### config.mk
export PLATFORM = sky130hd
export DESIGN_NAME = pattern_store
export DESIGN_NICKNAME = d
export VERILOG_FILES = /design/src/rtl/pattern_store.sv
export SDC_FILE = /design/constraint.sdc
export NUM_CORES = 1
export LEC_CHECK = 0
export CAP_MARGIN = 30
export CORE_MARGIN = 5
export CORE_UTILIZATION = 60
export DETAILED_ROUTE_END_ITERATION = 10
export GPL_TIMING_DRIVEN = 0
export PLACE_DENSITY = 0.78
export SLEW_MARGIN = 20
export SYNTH_ARGS = -nofsm -noshare
export SYNTH_HDL_FRONTEND = slang
export SYNTH_SLANG_ARGS = --single-unit
### constraint.sdc
create_clock -name clk -period 3.1 [get_ports clk]
set_input_delay 0.775 -clock clk [delete_from_list [all_inputs] [get_ports clk]]
set_output_delay 0.775 -clock clk [all_outputs]
set_load 0.01 [all_outputs]
### src/rtl/pattern_store.sv
// Pattern buffer loaded by a serial scan chain or addressed writes, read by PAT.
// Define PATTERN_STORE_SHADOW_EN to shift into a shadow chain committed in DONE.
module pattern_store #(
    parameter int DEPTH = 22,
    parameter int WIDTH = 8,
    parameter int AW    = 5
) (
    input  logic             clk,
    input  logic             rst_n,
    input  logic             scan_start,
    input  logic             sin,
    output logic             sout,
    output logic             scan_busy,
    output logic             scan_done,
    input  logic             wr_en,
    input  logic [AW-1:0]    wr_addr,
    input  logic [WIDTH-1:0] wr_data,
    output logic             wr_err,
    input  logic             rd_en,
    input  logic [AW-1:0]    rd_addr,
    output logic [WIDTH-1:0] rd_data,
    output logic             rd_valid
);

    localparam int NB = DEPTH * WIDTH;
    localparam int CW = $clog2(NB);
    localparam logic [AW:0] DEPTH_A = (AW+1)'(DEPTH);

    typedef enum logic [1:0] {
        IDLE,
        SHIFT,
        DONE
    } state_e;

    state_e           state_q, state_d;
    logic [CW-1:0]    cnt_q, cnt_d;
    logic [NB-1:0]    act_q, act_d;
    logic             wr_err_q, wr_err_d;
    logic             rd_valid_q;
    logic [WIDTH-1:0] rd_data_q, rd_word;
    logic             wr_ok;

`ifdef PATTERN_STORE_SHADOW_EN
    logic [NB-1:0]    shd_q, shd_d;
`endif

    always_comb begin
        state_d = state_q;
        cnt_d   = cnt_q;
        unique case (state_q)
            IDLE: begin
                if (scan_start) begin
                    state_d = SHIFT;
                    cnt_d   = '0;
                end
            end
            SHIFT: begin
                if (cnt_q == CW'(NB - 1)) begin
                    state_d = DONE;
                end else begin
                    cnt_d = cnt_q + CW'(1);
                end
            end
            DONE:    state_d = IDLE;
            default: state_d = IDLE;
        endcase
    end

    // The commit owns the active array in DONE, so writes lose there.
`ifdef PATTERN_STORE_SHADOW_EN
    assign wr_ok = wr_en && ({1'b0, wr_addr} < DEPTH_A) && (state_q != DONE);
`else
    assign wr_ok = wr_en && ({1'b0, wr_addr} < DEPTH_A) && (state_q == IDLE);
`endif
    assign wr_err_d = wr_en && !wr_ok;

    always_comb begin
        act_d = act_q;
`ifdef PATTERN_STORE_SHADOW_EN
        shd_d = shd_q;
        if (state_q == SHIFT) begin
            shd_d = {shd_q[NB-2:0], sin};
        end
        if (state_q == DONE) begin
            act_d = shd_q;
        end
`else
        if (state_q == SHIFT) begin
            act_d = {act_q[NB-2:0], sin};
        end
`endif
        for (int k = 0; k < DEPTH; k++) begin
            if (wr_ok && (wr_addr == AW'(k))) begin
                act_d[k*WIDTH +: WIDTH] = wr_data;
            end
        end
    end

    // Out-of-range addresses match no entry and read back as zero.
    always_comb begin
        rd_word = '0;
        for (int k = 0; k < DEPTH; k++) begin
            if (rd_addr == AW'(k)) begin
                rd_word = act_q[k*WIDTH +: WIDTH];
            end
        end
    end

    always_ff @(posedge clk or negedge rst_n) begin
        if (!rst_n) begin
            state_q    <= IDLE;
            cnt_q      <= '0;
            act_q      <= '0;
            wr_err_q   <= 1'b0;
            rd_valid_q <= 1'b0;
            rd_data_q  <= '0;
        end else begin
            state_q    <= state_d;
            cnt_q      <= cnt_d;
            act_q      <= act_d;
            wr_err_q   <= wr_err_d;
            rd_valid_q <= rd_en;
            if (rd_en) begin
                rd_data_q <= rd_word;
            end
        end
    end

`ifdef PATTERN_STORE_SHADOW_EN
    always_ff @(posedge clk or negedge rst_n) begin
        if (!rst_n) begin
            shd_q <= '0;
        end else begin
            shd_q <= shd_d;
        end
    end

    assign sout = shd_q[NB-1];
`else
    assign sout = act_q[NB-1];
`endif

    assign scan_busy = (state_q == SHIFT);
    assign scan_done = (state_q == DONE);
    assign wr_err    = wr_err_q;
    assign rd_valid  = rd_valid_q;
    assign rd_data   = rd_data_q;

endmodule
==> out/metrics.yaml, run 1 <==
setup_path:
  critPathLaunchType: "primary input"
  criticalPathCategory: "primary input to flop"
  critPathCaptureType: "flop"
  path_max_fanout: 10
  worst-endpoint-required_ns: 3.40
  worst-endpoint-arrival_ns: 3.38
floorplan:
  io_pins: 37
  design.core.area_um2: 17200
  die_y_um: 142
  start_util_pct: 60.8
  floorplan.rows: 48
  die_width_um: 142
  die_area_um2: 20200
layout:
  design_area_um2: 11700
  drive_above_1_share_pct: 7.50
  layout.cells.most_common: "sky130_fd_sc_hd__nand2_1"
  layoutNonFillerInstCount: 1492
  antenna-diode-count: 0
  final_net_count: 1279
  layout_common_cells: "373 x sky130_fd_sc_hd__nand2_1, 196 x sky130_fd_sc_hd__dfrtp_1, 171 x sky130_fd_sc_hd__a22oi_1, 77 x sky130_fd_sc_hd__nor2_1, 47 x sky130_fd_sc_hd__clkbuf_1"
  synthToLayoutAreaGrowth_pct: 11.7
clocking:
  cts_root_buffer: "sky130_fd_sc_hd__clkbuf_16"
  clock_latency_ns: 0.45
  max-clock-path-buffers: 2
  cts-buffers-inserted: 17
  cts_htree_levels: 4
  clock_transition_at_the_registers_of_the_reported_paths_ns: 0.08
  cts_tree: "yes"
  clock_sinks: 196
place:
  placement_stage_worst_setup_slack_ns: -0.444
  detailed_place.area_um2: 11100
  place_hpwl_um: 26300
  io_buffer_count: 30
  gp_routability_congestion: 1.04
  dpl.cell_count: 1459
timing:
  worst-slew-pin-transition_ns: 0.976
  maxSlewHeadroom_pct: 34.9
  final_max_slew_viol_count: 0
  finalWorstSetupSlack_ns: 0.0184
  report.final.setup_viol: 0
  final.min_clock_period_ns: 3.08
  finClkSkew_ns: 0.0134
  fin_crit_sh_pct: 99.4
  final-hold-violation-count: 0
  grt_setup_unrepaired: "false"
  timing.fmax_ghz: 0.325
detailed_routing:
  average_vias_per_placed_instance: 6.78
  num_vias: 10100
  wl_um: 37200
  initial_detailed_routing_violation_count: 1327
  detail-route-antenna-nets: 0
  drtPass1Iterations: 8
  drc: 0
  avgRoutedWirePerCell_um: 24.9
logic_synthesis:
  yosys.cell_types.count: 76
  netlist_area_um2: 10500
  synth_async_sr_flop_share_pct: 100
  synth-edff-count: 0
  synth.yosys.seq_area_share_pct: 46.8
  synth_top_flop_cell: "sky130_fd_sc_hd__dfrtp_1"
  mappedNetlistNets: 1228
  synth.ff_latch_count: 196
  synth_warnings: 0
  postSynthAreaPerCell_um2: 8.71
  postSynthCellCount: 1203
outcome:
  run_status: "complete, no violations"
hold_path:
  hp-class: "primary input to asynchronous set/reset pin"
pwr:
  vdd_drop_max_v: 0.000434
  finalPower_w: 0.00545
  p_per_area_nw_per_um2: 466
  leakage_nw: 5.29
grt:
  grt_first_pass_wirelength_um: 57100
  globalRoute.totalOverflow: 0
  grt_pass1_vias: 9625
  largest_net_degree_at_the_start_of_global_routing: 101
  antenna_found_initial: 0
  grt_usage_pct: 37.3
job:
  cap_violations: 0
==> synthesized netlist by cell type, drive strengths merged, types with 5 or more instances <==
master	instances	area (µm²)
nand3b	5	37.5
nand3	17	85.1
nand4	5	31.3
mux2i	15	150
o221ai	7	61.3
mux4	5	120
a22oi	171	1280
nor2	78	295
clkbuf	51	193
buf	22	145
inv	18	67.6
o22ai	18	113
nand2b	12	75.1
nand2	374	1400
nor2b	14	87.6
o211ai	6	45.0
a221oi	8	70.1
nor3b	6	71.3
mux2	7	78.8
a21oi	24	128
dfrtp	196	4900
a211oi	10	75.1
nor3	22	145
o21ai	43	215
==> final timing paths <==
check	startpoint	endpoint	slack, ns	cells after the start
setup / recovery	rd_addr[1]	rd_data[0]$_DFFE_PN0P_	0.02	8
hold reg to reg	act_q[128]$_DFFE_PN0P_	act_q[128]$_DFFE_PN0P_	0.52	2
max in group asynchronous	rst_n	act_q[109]$_DFFE_PN0P_	1.82	2
setup reg to reg	state_q[1]$_DFFE_PN0P_	act_q[84]$_DFFE_PN0P_	0.23	7
min in group clk	act_q[128]$_DFFE_PN0P_	act_q[128]$_DFFE_PN0P_	0.52	2
hold / removal	rst_n	cnt_q[4]$_DFFE_PN0P_	0.31	1
==> what timing repair did <==
item	4_1_cts	5_1_grt
endpoints found under the setup margin	1	7
hold buffers	0	0
cloned	1	0
gates resized for setup	1	5
buffers inserted	0	2
pin swaps	0	0
==> metrics by stage <==
step	setup TNS (ns)	utilization (%)	hold WS (ns)
final	0	67.9	0.313
after global routing	0	67.9	0.386
after detailed placement	-17.74	64.3	0.491
after CTS	0	67.7	0.368
after global placement	-1334.97	64.1	0.483
after floorplan	0	-	0.459
==> per-layer routing <==
metal	share of wire, %	track usage (%)	up-vias
met2	44	54.7	663
met3	12	9.27	133
li1	-	-	4418
met4	4.3	16.7	0
met5	0	0	-
met1	40	52.9	4899
==> registers in the layout, indices dropped and copies added, names as in the netlist <==
name,flops
state_q,2
act_q,176
wr_err,1
rd_valid,1
rd_data,8
cnt_q,8
==> cells by family after synthesis <==
kind of cell | count (synthesis) | share of synthesized area, %
fa+ha+maj | 1 | 0.119
mux | 27 | 3.33
flops | 196 | 46.8
xor+xnor | 5 | 0.418
buf+inv | 91 | 3.87
compound gates | 328 | 22.5
simple gates | 555 | 23.0
==> worst max-delay path, cell delays in order <==
cell                              delay [ns]
sky130_fd_sc_hd__clkdlybuf4s50_1        0.65
sky130_fd_sc_hd__buf_4                  0.28
sky130_fd_sc_hd__clkbuf_4               0.31
sky130_fd_sc_hd__mux2i_1                0.21
sky130_fd_sc_hd__o22ai_1                0.12
sky130_fd_sc_hd__a221oi_1               0.61
sky130_fd_sc_hd__o311a_1                0.35
sky130_fd_sc_hd__a211oi_1               0.07
==> cell type report <==
type,instances,area (µm²)
fill,1373,5540
multi-input combinational,916,5160
sequential,196,4900
clock buffer,20,467
timing repair buffer,33,348
buffer,71,337
tap,225,282
clock inverter,12,118
inverter,18,71.3
timing repair inverter,1,5.00
==> power breakdown <==
group / total (W) / switching [W] / internal [W]
combinational: 0.000553 / 0.000362 / 0.000190
clock: 0.00223 / 0.00110 / 0.00112
sequential: 0.00267 / 0.0000597 / 0.00261
total: 0.00545 / 0.00153 / 0.00393
(Power assumes the default switching activity.)
==> run 2: changes to the inputs <==
--- a/config.mk
+++ b/config.mk
@@ -6,6 +6,7 @@
 export NUM_CORES = 1
 export LEC_CHECK = 0
 export CAP_MARGIN = 30
+export CORE_ASPECT_RATIO = 1.1
 export CORE_MARGIN = 5
 export CORE_UTILIZATION = 60
 export DETAILED_ROUTE_END_ITERATION = 10
==> run 2 against run 1 <==
Net effect: the flow now finishes with violations (negative setup slack); non-clock buffer count did not move; maximum frequency decreased by 2.9%; count of clock-buffer cells in the layout is 1 lower; critical endpoint unchanged; highest routed layer unchanged.
==> out/metrics.yaml, run 2 (synthesis gave the netlist of run 1 again) <==
setup_path:
  r2r_setup_slack_ns: 0.22  # about the same
  critical_path.cell_chain: "clkdlybuf4s50_1, buf_4, buf_2, mux2i_1, o22ai_1, a221oi_1, o311a_1, a211oi_1"
  worstReg2RegStart: "state_q[1]$_DFFE_PN0P_"
  critPathMaxStageDelay_ns: 0.68  # +0.03 ns
  critPathLaunchType: "primary input"
  critPathCaptureType: "flop"
  crit-reg2reg-capture: "act_q[175]$_DFFE_PN0P_"
  cp_top_family: "buffers and inverters"
  worst-endpoint-required_ns: 3.40  # about the same
  criticalPathCategory: "primary input to flop"
  path_max_fanout: 10  # unchanged
  critical_path.n_buffers_inverters: 3  # unchanged
  worst-endpoint-arrival_ns: 3.47  # +0.09 ns
  critical-path-slowest-cell: "sky130_fd_sc_hd__clkdlybuf4s50_1"
  ff2ff_path_depth: 7  # unchanged
timing:
  final-hold-violation-count: 0  # unchanged
  worst-slew-pin-transition_ns: 0.984  # +0.00772 ns
  fin_crit_sh_pct: 102  # +2.9 points
  grt_setup_unrepaired: "false"
  maxSlewHeadroom_pct: 34.2  # -0.66 points
  final_max_slew_viol_count: 0  # unchanged
  report.final.setup_viol: 6  # +6
  finalWorstSetupSlack_ns: -0.0723  # -0.0908 ns
  finClkSkew_ns: 0.00656  # -0.00680 ns
  timing.fmax_ghz: 0.315  # -2.9%
  final.min_clock_period_ns: 3.17  # +0.0908 ns
pwr:
  vdd_drop_max_v: 0.000410  # -5.6%
  p_per_area_nw_per_um2: 469  # +0.52%
  p_int_w: 0.00405  # +3.2%
  power.share.clock_pct: 41.5  # +0.6 points
  leakage_nw: 5.31  # +0.39%
  seq_power_share_pct: 48.4  # -0.6 points
  switchingPower_w: 0.00145  # -4.9%
  power.switching_fraction_pct: 26.4  # -1.6 points
  power.share.combinational_pct: 10.0  # about the same
clocking:
  clock_latency_ns: 0.45  # about the same
  cts-buffers-inserted: 17  # unchanged
  cts_root_buffer: "sky130_fd_sc_hd__clkbuf_16"
  max-clock-path-buffers: 2  # unchanged
  cts_tree: "yes"
  clock_sinks: 196  # unchanged
  cts_htree_levels: 4  # unchanged
  clock_transition_at_the_registers_of_the_reported_paths_ns: 0.07  # about the same
  cts.hold.buffers_added: 0  # unchanged
place:
  gp_routability_congestion: 1.08  # +3.1%
  dpl.cell_count: 1469  # +0.69%
  place_hpwl_um: 26000  # -1.2%
  detailed_place.area_um2: 11100  # +0.35%
  io_buffer_count: 30  # unchanged
floorplan:
  io_pins: 37  # unchanged
  die_width_um: 136  # -4.3%
  start_util_pct: 61.3  # +0.56 points
  die_y_um: 149  # +4.5%
  die_area_um2: 20200  # about the same
  design.core.area_um2: 17100  # -0.91%
  floorplan.rows: 50  # +4.2%
hold_path:
  hp-class: "primary input to asynchronous set/reset pin"
layout:
  layout.cells.most_common: "sky130_fd_sc_hd__nand2_1"
  antenna-diode-count: 0  # unchanged
  area.sequential_um2: 4900  # unchanged
  layout_common_cells: "373 x sky130_fd_sc_hd__nand2_1, 196 x sky130_fd_sc_hd__dfrtp_1, 171 x sky130_fd_sc_hd__a22oi_1, 76 x sky130_fd_sc_hd__nor2_1, 48 x sky130_fd_sc_hd__clkbuf_1"
  design_area_um2: 11700  # +0.42%
  synthToLayoutAreaGrowth_pct: 12.2
  layoutNonFillerInstCount: 1500  # +0.54%
  largest_register_ffs: 176  # unchanged
  drive_above_1_share_pct: 7.50  # about the same
  final_net_count: 1279  # unchanged
  finish.utilization_pct: 68.8  # +0.91 points
  multiInputGateArea_um2: 5180  # +0.29%
  nFillCells: 1400  # +2.0%
  registers.top_by_ff_count: "act_q"
detailed_routing:
  drtPass1Iterations: 9  # +1
  average_vias_per_placed_instance: 6.73  # -0.71%
  wl_um: 36600  # -1.7%
  detail-route-antenna-nets: 0  # unchanged
  num_vias: 10100  # -0.18%
  drc: 0  # unchanged
  initial_detailed_routing_violation_count: 1645  # +24%
  avgRoutedWirePerCell_um: 24.4  # -2.2%
grt:
  globalRoute.totalOverflow: 0  # unchanged
  grt_usage_pct: 36.9  # -0.44 points
  grt_pass1_vias: 9620  # -0.052%
  largest_net_degree_at_the_start_of_global_routing: 94  # -6.9%
  grt_first_pass_wirelength_um: 56100  # -1.7%
  antenna_found_initial: 0  # unchanged
outcome:
  run_status: "finished with violations"
  failing_checks: "negative setup slack"
job:
  cap_violations: 0  # unchanged
[run 2: cell types whose count changed in the layout (fill, tap and decap cells not counted), moves of 2 or more]
| cell | before | now |
|---|---|---|
| sky130_fd_sc_hd__clkinv_4 | 5 | 0 |
| sky130_fd_sc_hd__clkinv_2 | 0 | 3 |
| sky130_fd_sc_hd__inv_6 | 1 | 4 |
| sky130_fd_sc_hd__buf_2 | 12 | 14 |
| sky130_fd_sc_hd__bufinv_16 | 0 | 2 |
| sky130_fd_sc_hd__clkbuf_4 | 2 | 0 |
[run 2: worst max-delay path by stage]
stage / start / endpoint / cells past startpoint
finish: rd_addr[1] / rd_data[0]$_DFFE_PN0P_ / 8
global route: rd_addr[1] / rd_data[0]$_DFFE_PN0P_ / 8
CTS: state_q[1]$_DFFE_PN0P_ / scan_busy / 3
detailed placement: rd_addr[1] / rd_data[2]$_DFFE_PN0P_ / 9
global placement: rst_n / act_q[58]$_DFFE_PN0P_ / 1
floorplan: rd_addr[0] / rd_data[7]$_DFFE_PN0P_ / 7
[run 2: repair_timing]
action | in CTS | in global routing
setup buffers | 0 | 1
setup endpoints to repair | 2 | 5
resized for setup | 2 | 4
cloned | 1 | 0
[run 2: power groups by stage]
stage	registers [W]	clock network (W)	logic, W
after CTS	0.00266	0.00228	0.000537
final	0.00267	0.00229	0.000553
after global placement	0.00271	0	0.000521
after floorplan	0.00270	0	0.000275
after detailed placement	0.00271	0	0.000535
after global routing	0.00267	0.00240	0.000588
[run 2: layout make-up]
cell class	instances	share of cell area, %
inverters	18	0.607
well taps	234	2.49
clock buffers	19	3.86
clock inverters	12	1.19
plain buffers	71	2.81
repair inverters	1	0.0426
repair buffers	33	3.13
flip-flops and latches	196	41.8
multi-input cells	916	44.1
[run 2: routing by layer]
layer / global-route usage [%] / routed length (µm) / vias up
li1: - / - / 4420
met1: 50.1 / 14200 / 4891
met4: 18.6 / 1990 / 0
met2: 56.3 / 16600 / 641
met3: 7.78 / 3740 / 143
met5: 0 / 0 / -
[run 2: worst register-to-register path, stage by stage (launching register included)]
cell,delay (ns)
sky130_fd_sc_hd__dfrtp_1,0.41
sky130_fd_sc_hd__nand2b_1,0.40
sky130_fd_sc_hd__clkinvlp_4,0.22
sky130_fd_sc_hd__buf_4,0.22
sky130_fd_sc_hd__clkbuf_1,0.63
sky130_fd_sc_hd__buf_1,0.60
sky130_fd_sc_hd__a22oi_1,0.24
sky130_fd_sc_hd__nand2_1,0.10
[run 2: through the flow]
step                setup TNS [ns]  hold WS, ns  setup slack [ns]  total power [W]
finish                      -0.137        0.146           -0.0723          0.00550
global route                     0        0.150            0.0105          0.00566
CTS                              0        0.142            0.0241          0.00548
detailed placement          -19.16        0.486            -0.485          0.00325
global placement          -1347.77        0.484             -6.80          0.00324
floorplan                        0        0.459             0.775          0.00298
